## config.mk

```make
export PLATFORM = sky130hd
export DESIGN_NAME = alu_sequencer
export DESIGN_NICKNAME = d
export VERILOG_FILES = /design/src/rtl/alu_sequencer.sv
export SDC_FILE = /design/constraint.sdc
export NUM_CORES = 1
export LEC_CHECK = 0
export ABC_CLOCK_PERIOD_IN_PS = 1300
export CAP_MARGIN = 20
export CORE_MARGIN = 2
export CORE_UTILIZATION = 25
export CTS_BUF_LIST = sky130_fd_sc_hd__clkbuf_4
export DETAILED_ROUTE_END_ITERATION = 8
export GPL_ROUTABILITY_DRIVEN = 0
export HOLD_SLACK_MARGIN = 0.02
export PLACE_DENSITY_LB_ADDON = 0.05
export SLEW_MARGIN = 40
export SYNTH_ARGS = -nofsm -noshare
export SYNTH_HDL_FRONTEND = slang
export SYNTH_SLANG_ARGS = --single-unit
```

## constraint.sdc

```tcl
create_clock -name clk -period 1.3 [get_ports clk]
set_input_delay 0.26 -clock clk [delete_from_list [all_inputs] [get_ports clk]]
set_output_delay 0.26 -clock clk [all_outputs]
set_load 0.03 [all_outputs]
```

## src/rtl/alu_sequencer.sv

```systemverilog
// alu_sequencer: sequences one ALU operation (EXEC, then WB) with an optional
// repeat loop for multi-cycle shift/add chains.
// Optional feature macro: ALU_SEQ_REPEAT_EN. When it is defined, the latched
// count selects count+1 EXEC/WB iterations. When it is undefined, exactly one
// iteration is performed and no repeat counter exists.
// All strobes are decoded from the state register, so an asynchronous reset
// removes them immediately.
module alu_sequencer (
  input  logic       clk,
  input  logic       rst_n,
  input  logic       start,
  input  logic [7:0] op,
  input  logic       dst,
  input  logic [2:0] count,
  input  logic       pre_carry,
  input  logic       pre_lt,
  input  logic       pre_z,
  output logic [7:0] op_out,
  output logic       alu_oe_n,
  output logic       a_r,
  output logic       b_r,
  output logic       fl_carry,
  output logic       fl_lt,
  output logic       fl_z,
  output logic       busy,
  output logic       done
);

  typedef enum logic [1:0] {S_IDLE, S_EXEC, S_WB, S_DONE} state_t;

  state_t     r_state;
  state_t     w_next;
  logic [7:0] r_op;
  logic       r_dst;
  logic       w_rep_more;

`ifdef ALU_SEQ_REPEAT_EN
  logic [2:0] r_cnt;

  // Remaining extra iterations: loaded on accept, decremented on each looping WB.
  always_ff @(posedge clk or negedge rst_n) begin
    if (!rst_n)                              r_cnt <= 3'd0;
    else if (r_state == S_IDLE && start)     r_cnt <= count;
    else if (r_state == S_WB && w_rep_more)  r_cnt <= r_cnt - 3'd1;
  end

  assign w_rep_more = (r_cnt != 3'd0);
`else
  logic w_unused_count;
  assign w_unused_count = ^count;
  assign w_rep_more     = 1'b0;
`endif

  // State register.
  always_ff @(posedge clk or negedge rst_n) begin
    if (!rst_n) r_state <= S_IDLE;
    else        r_state <= w_next;
  end

  // Capture the opcode and target on accept so later input changes are ignored.
  always_ff @(posedge clk or negedge rst_n) begin
    if (!rst_n) begin
      r_op  <= 8'h00;
      r_dst <= 1'b0;
    end else if (r_state == S_IDLE && start) begin
      r_op  <= op;
      r_dst <= dst;
    end
  end

  // Flags load only at the end of WB, so fl_carry chains into the next EXEC.
  always_ff @(posedge clk or negedge rst_n) begin
    if (!rst_n) begin
      fl_carry <= 1'b0;
      fl_lt    <= 1'b0;
      fl_z     <= 1'b0;
    end else if (r_state == S_WB) begin
      fl_carry <= pre_carry;
      fl_lt    <= pre_lt;
      fl_z     <= pre_z;
    end
  end

  // Next-state and Moore outputs.
  always_comb begin
    w_next   = r_state;
    op_out   = r_op;
    alu_oe_n = 1'b1;
    a_r      = 1'b0;
    b_r      = 1'b0;
    busy     = 1'b1;
    done     = 1'b0;
    unique case (r_state)
      S_IDLE: begin
        op_out = 8'h00;
        busy   = 1'b0;
        if (start) w_next = S_EXEC;
      end
      S_EXEC: w_next = S_WB;
      S_WB: begin
        alu_oe_n = 1'b0;
        a_r      = ~r_dst;
        b_r      = r_dst;
        w_next   = w_rep_more ? S_EXEC : S_DONE;
      end
      S_DONE: begin
        done   = 1'b1;
        w_next = S_IDLE;
      end
      default: w_next = S_IDLE;
    endcase
  end

endmodule

```

==> impl_metrics.prom <==
# TYPE chip_impl_metric gauge
chip_impl_info{name="status",value="finished, violations left"} 1
chip_impl_info{name="violated_checks",value="setup timing"} 1
chip_impl_metric{name="initial_core_utilization",unit=""} 0.262
chip_impl_metric{name="ctsHtreeMaxLevel",unit=""} 1
chip_impl_metric{name="route.detailed.wl_per_inst",unit="microns"} 11.6
chip_impl_info{name="startpoint_type",value="flip-flop"} 1
chip_impl_metric{name="firstDrtPassIters",unit=""} 3
chip_impl_metric{name="wire_length_reported_by_the_detailed_router",unit="microns"} 1380
chip_impl_metric{name="vias",unit=""} 506
chip_impl_metric{name="die_height",unit="microns"} 55.0
chip_impl_metric{name="vdd_ir_drop_max",unit="mV"} 1.23
chip_impl_metric{name="synth.yosys.warnings",unit=""} 0
chip_impl_metric{name="achievable-frequency",unit="MHz"} 663
chip_impl_metric{name="place_worst_setup_slack",unit="ns"} -0.101
chip_impl_metric{name="drt-vias-per-instance",unit=""} 4.25
chip_impl_info{name="critical_path.reg2reg.startpoint",value="r_state[0]"} 1
chip_impl_metric{name="floorplan.die.width",unit="microns"} 55.0
chip_impl_metric{name="timing_hold_violations_final",unit=""} 0
chip_impl_metric{name="post_route_cells_drive_above_1_share",unit=""} 0.562
chip_impl_metric{name="grt_use_total",unit=""} 0.107
chip_impl_info{name="cpMostUsedCell",value="sky130_fd_sc_hd__buf_6"} 1
chip_impl_info{name="tritoncts",value="done"} 1
chip_impl_metric{name="worst-path-buf-inv",unit=""} 2
chip_impl_metric{name="mean_post_synth_cell_area",unit="sq um"} 13.3
chip_impl_metric{name="numClockSinks",unit=""} 14
chip_impl_info{name="crit_path_cell_chain",value="buf_6 -> ha_4 -> and2_4 -> buf_6"} 1
chip_impl_metric{name="syn-num-nets",unit=""} 71
chip_impl_metric{name="period_minus_slack",unit="ns"} 1.51
chip_impl_metric{name="place.port_buffers",unit=""} 30
chip_impl_metric{name="postCtsHoldBufs",unit=""} 0
chip_impl_metric{name="design.die.area",unit="sq mm"} 0.00302
chip_impl_metric{name="critPathRequiredTime",unit="ns"} 1.04
chip_impl_metric{name="timing.final.setup_violations",unit=""} 13
chip_impl_info{name="timing.setup.critical_path_class",value="flip-flop to output port"} 1
chip_impl_metric{name="layout.core_utilization",unit=""} 0.460
chip_impl_metric{name="worst_setup_hold_path_clk_slew",unit="ns"} 0.08
chip_impl_metric{name="first_global_vias",unit=""} 515
chip_impl_metric{name="crit_path_max_incr_delay",unit="ns"} 0.42
chip_impl_metric{name="number_of_synthesized_register_bits",unit=""} 14
chip_impl_metric{name="setup_total_negative_slack",unit="ns"} -2.21
chip_impl_metric{name="share_of_the_clock_period_used_by_the_worst_path_after_layout",unit=""} 1.16
chip_impl_metric{name="relSlewSlack",unit=""} 0.803
chip_impl_metric{name="clockBufferDepth",unit=""} 2
chip_impl_metric{name="arrival",unit="ns"} 1.25
chip_impl_metric{name="n_fill_cell",unit=""} 257
chip_impl_metric{name="cap_viol_max_count",unit=""} 0
chip_impl_metric{name="final_max_slew_viol_count",unit=""} 0
chip_impl_metric{name="netlist_instances",unit=""} 49
chip_impl_info{name="path_delay_family",value="flip-flops"} 1
chip_impl_metric{name="insertion_delay_to_the_later_sink_of_the_worst_skew_pair",unit="ns"} 0.27
chip_impl_metric{name="mappedNetlistArea",unit="sq um"} 649
chip_impl_metric{name="numCtsBuffers",unit=""} 3
chip_impl_info{name="clock-root-buffer",value="sky130_fd_sc_hd__clkbuf_4"} 1
chip_impl_metric{name="fin_hold_ws",unit="ns"} 0.287
chip_impl_metric{name="grt_antenna_before_repair",unit=""} 0
chip_impl_info{name="end_kind",value="output port"} 1
chip_impl_info{name="unrepaired_setup_endpoints_after_global_routing",value="true"} 1
chip_impl_metric{name="placed_wire_length_estimate",unit="microns"} 1030
chip_impl_metric{name="synth_sequential_area_ratio",unit=""} 0.539
chip_impl_metric{name="grt_pass1_wl",unit="microns"} 2250
chip_impl_metric{name="drcViolationCount",unit=""} 0
chip_impl_metric{name="antenna-diode-count",unit=""} 0
chip_impl_metric{name="worst_clock_skew",unit="ns"} 0.00222
chip_impl_metric{name="drt_iter0_drc",unit=""} 4
chip_impl_metric{name="antenna_violating_nets_post_route",unit=""} 0
chip_impl_metric{name="power",unit="mW"} 3.26
chip_impl_info{name="type_of_the_worst_min_delay_path",value="input port to async pin"} 1
chip_impl_metric{name="core.rowCount",unit=""} 18
chip_impl_metric{name="final_nets",unit=""} 112
chip_impl_metric{name="area_growth",unit="%"} 75.5
chip_impl_metric{name="worst-path-max-fanout",unit=""} 3
chip_impl_metric{name="postLayoutSetupSlackWorst",unit="ns"} -0.208
chip_impl_metric{name="grt_remaining_overflow",unit=""} 0
chip_impl_metric{name="design.portCount",unit=""} 34
chip_impl_metric{name="grt_max_degree",unit=""} 15
chip_impl_metric{name="cells_on_worst_reg2reg_path",unit=""} 4
chip_impl_metric{name="setup.reg_to_reg.worst_slack",unit="ns"} 0.05
chip_impl_metric{name="total_leakage_power",unit="nW"} 0.493
chip_impl_metric{name="power_dens_cells",unit="mW/mm^2"} 2860
chip_impl_info{name="cp_slowest_cell",value="sky130_fd_sc_hd__dfrtp_1"} 1
chip_impl_metric{name="core_area",unit="sq mm"} 0.00248
chip_impl_metric{name="ys_types",unit=""} 10
chip_impl_info{name="critical_path.reg2reg.endpoint",value="fl_z"} 1
chip_impl_metric{name="worstMarginPinSlew",unit="ns"} 0.297
worst register-to-register path, stage by stage (launching register included):
cell and delay [ns]:
sky130_fd_sc_hd__dfrtp_1 0.42, sky130_fd_sc_hd__inv_4 0.11, sky130_fd_sc_hd__ha_4 0.17, sky130_fd_sc_hd__buf_6 0.11, sky130_fd_sc_hd__mux2_2 0.32
sequential cells by signal, indices dropped and copies added (netlist names):
register and cells:
r_op 8, r_state 2, fl_lt 1, fl_carry 1
fl_z 1, r_dst 1
report_power, final:
| group | leakage, nW | internal [mW] | switching (mW) |
|---|---|---|---|
| Combinational | 0.313 | 1.08 | 1.15 |
| Sequential | 0.165 | 0.663 | 0.127 |
| Clock | 0.0154 | 0.111 | 0.131 |
metal layers:
metal	share of wire	track usage	vias to the layer above
li1	-	-	241
met1	0.39	0.117	252
met2	0.56	0.196	11
met3	0.039	0.0323	2
met4	0.0044	0.0366	0
met5	0	0	-
cell usage after synthesis:
master / count / area share
sky130_fd_sc_hd__and2_1: 1 / 0.0096
sky130_fd_sc_hd__dfrtp_1: 14 / 0.54
sky130_fd_sc_hd__ha_1: 4 / 0.077
sky130_fd_sc_hd__inv_1: 4 / 0.023
sky130_fd_sc_hd__mux2_2: 13 / 0.23
sky130_fd_sc_hd__nand2_4: 1 / 0.017
sky130_fd_sc_hd__nand2b_1: 1 / 0.0096
sky130_fd_sc_hd__nor2_1: 1 / 0.0058
sky130_fd_sc_hd__nor2b_1: 8 / 0.077
sky130_fd_sc_hd__o21ai_0: 2 / 0.015
through the flow:
| step | instance area (sq um) | cells |
|---|---|---|
| floorplan | 657 | 49 |
| global placement | 1010 | 115 |
| detailed placement | 1010 | 115 |
| CTS | 1100 | 120 |
| global route | 1140 | 119 |
| finish | 1140 | 119 |
cells in the final DEF (no fill, tap or decap), drive strengths merged:
cell and instances:
and2 1, buf 19, clkbuf 4, clkdlybuf4s15 2, clkdlybuf4s50 14, clkinv 1, dfrtp 14, ha 4
inv 4, mux2 13, nand2 1, nand2b 1, nor2 1, nor2b 8, o21ai 2
cell families after synthesis:
group	Yosys count	synth area share
AO/OA/AOI/OAI	2	0.0154
adder cells (fa/ha/maj)	4	0.0771
buffers and inverters	4	0.0231
flip-flops	14	0.540
multiplexers	13	0.225
AND/OR/NAND/NOR	12	0.119
worst max-delay path by stage:
stage                       to  slack (ns)  cells past startpoint        from
floorplan            op_out[0]       -0.10                      3  r_state[0]
global placement    r_state[1]        -0.1                      3       start
detailed placement  r_state[1]       -0.10                      3       start
CTS                        b_r       -0.22                      4  r_state[1]
global route         op_out[3]       -0.29                      4  r_state[0]
finish                     b_r       -0.21                      4  r_state[1]
area by class of cell:
type | count | area, sq um | share of cell area
Clock buffer | 3 | 22.5 | 0.0198
Tap cell | 30 | 37.5 | 0.0329
Timing Repair Buffer | 36 | 342 | 0.300
Inverter | 4 | 20.0 | 0.0176
Clock inverter | 1 | 3.75 | 0.00329
Sequential cell | 14 | 350 | 0.307
Multi-Input combinational cell | 31 | 364 | 0.319
timing repair:
item / in CTS / in global routing
resized for setup: 22 / 14
setup buffers: 1 / 0
endpoints found under the hold margin: 0 / 0
setup endpoints to repair: 25 / 27
pin swaps: 3 / 2
Note: power is estimated with default switching activity, not from simulation.
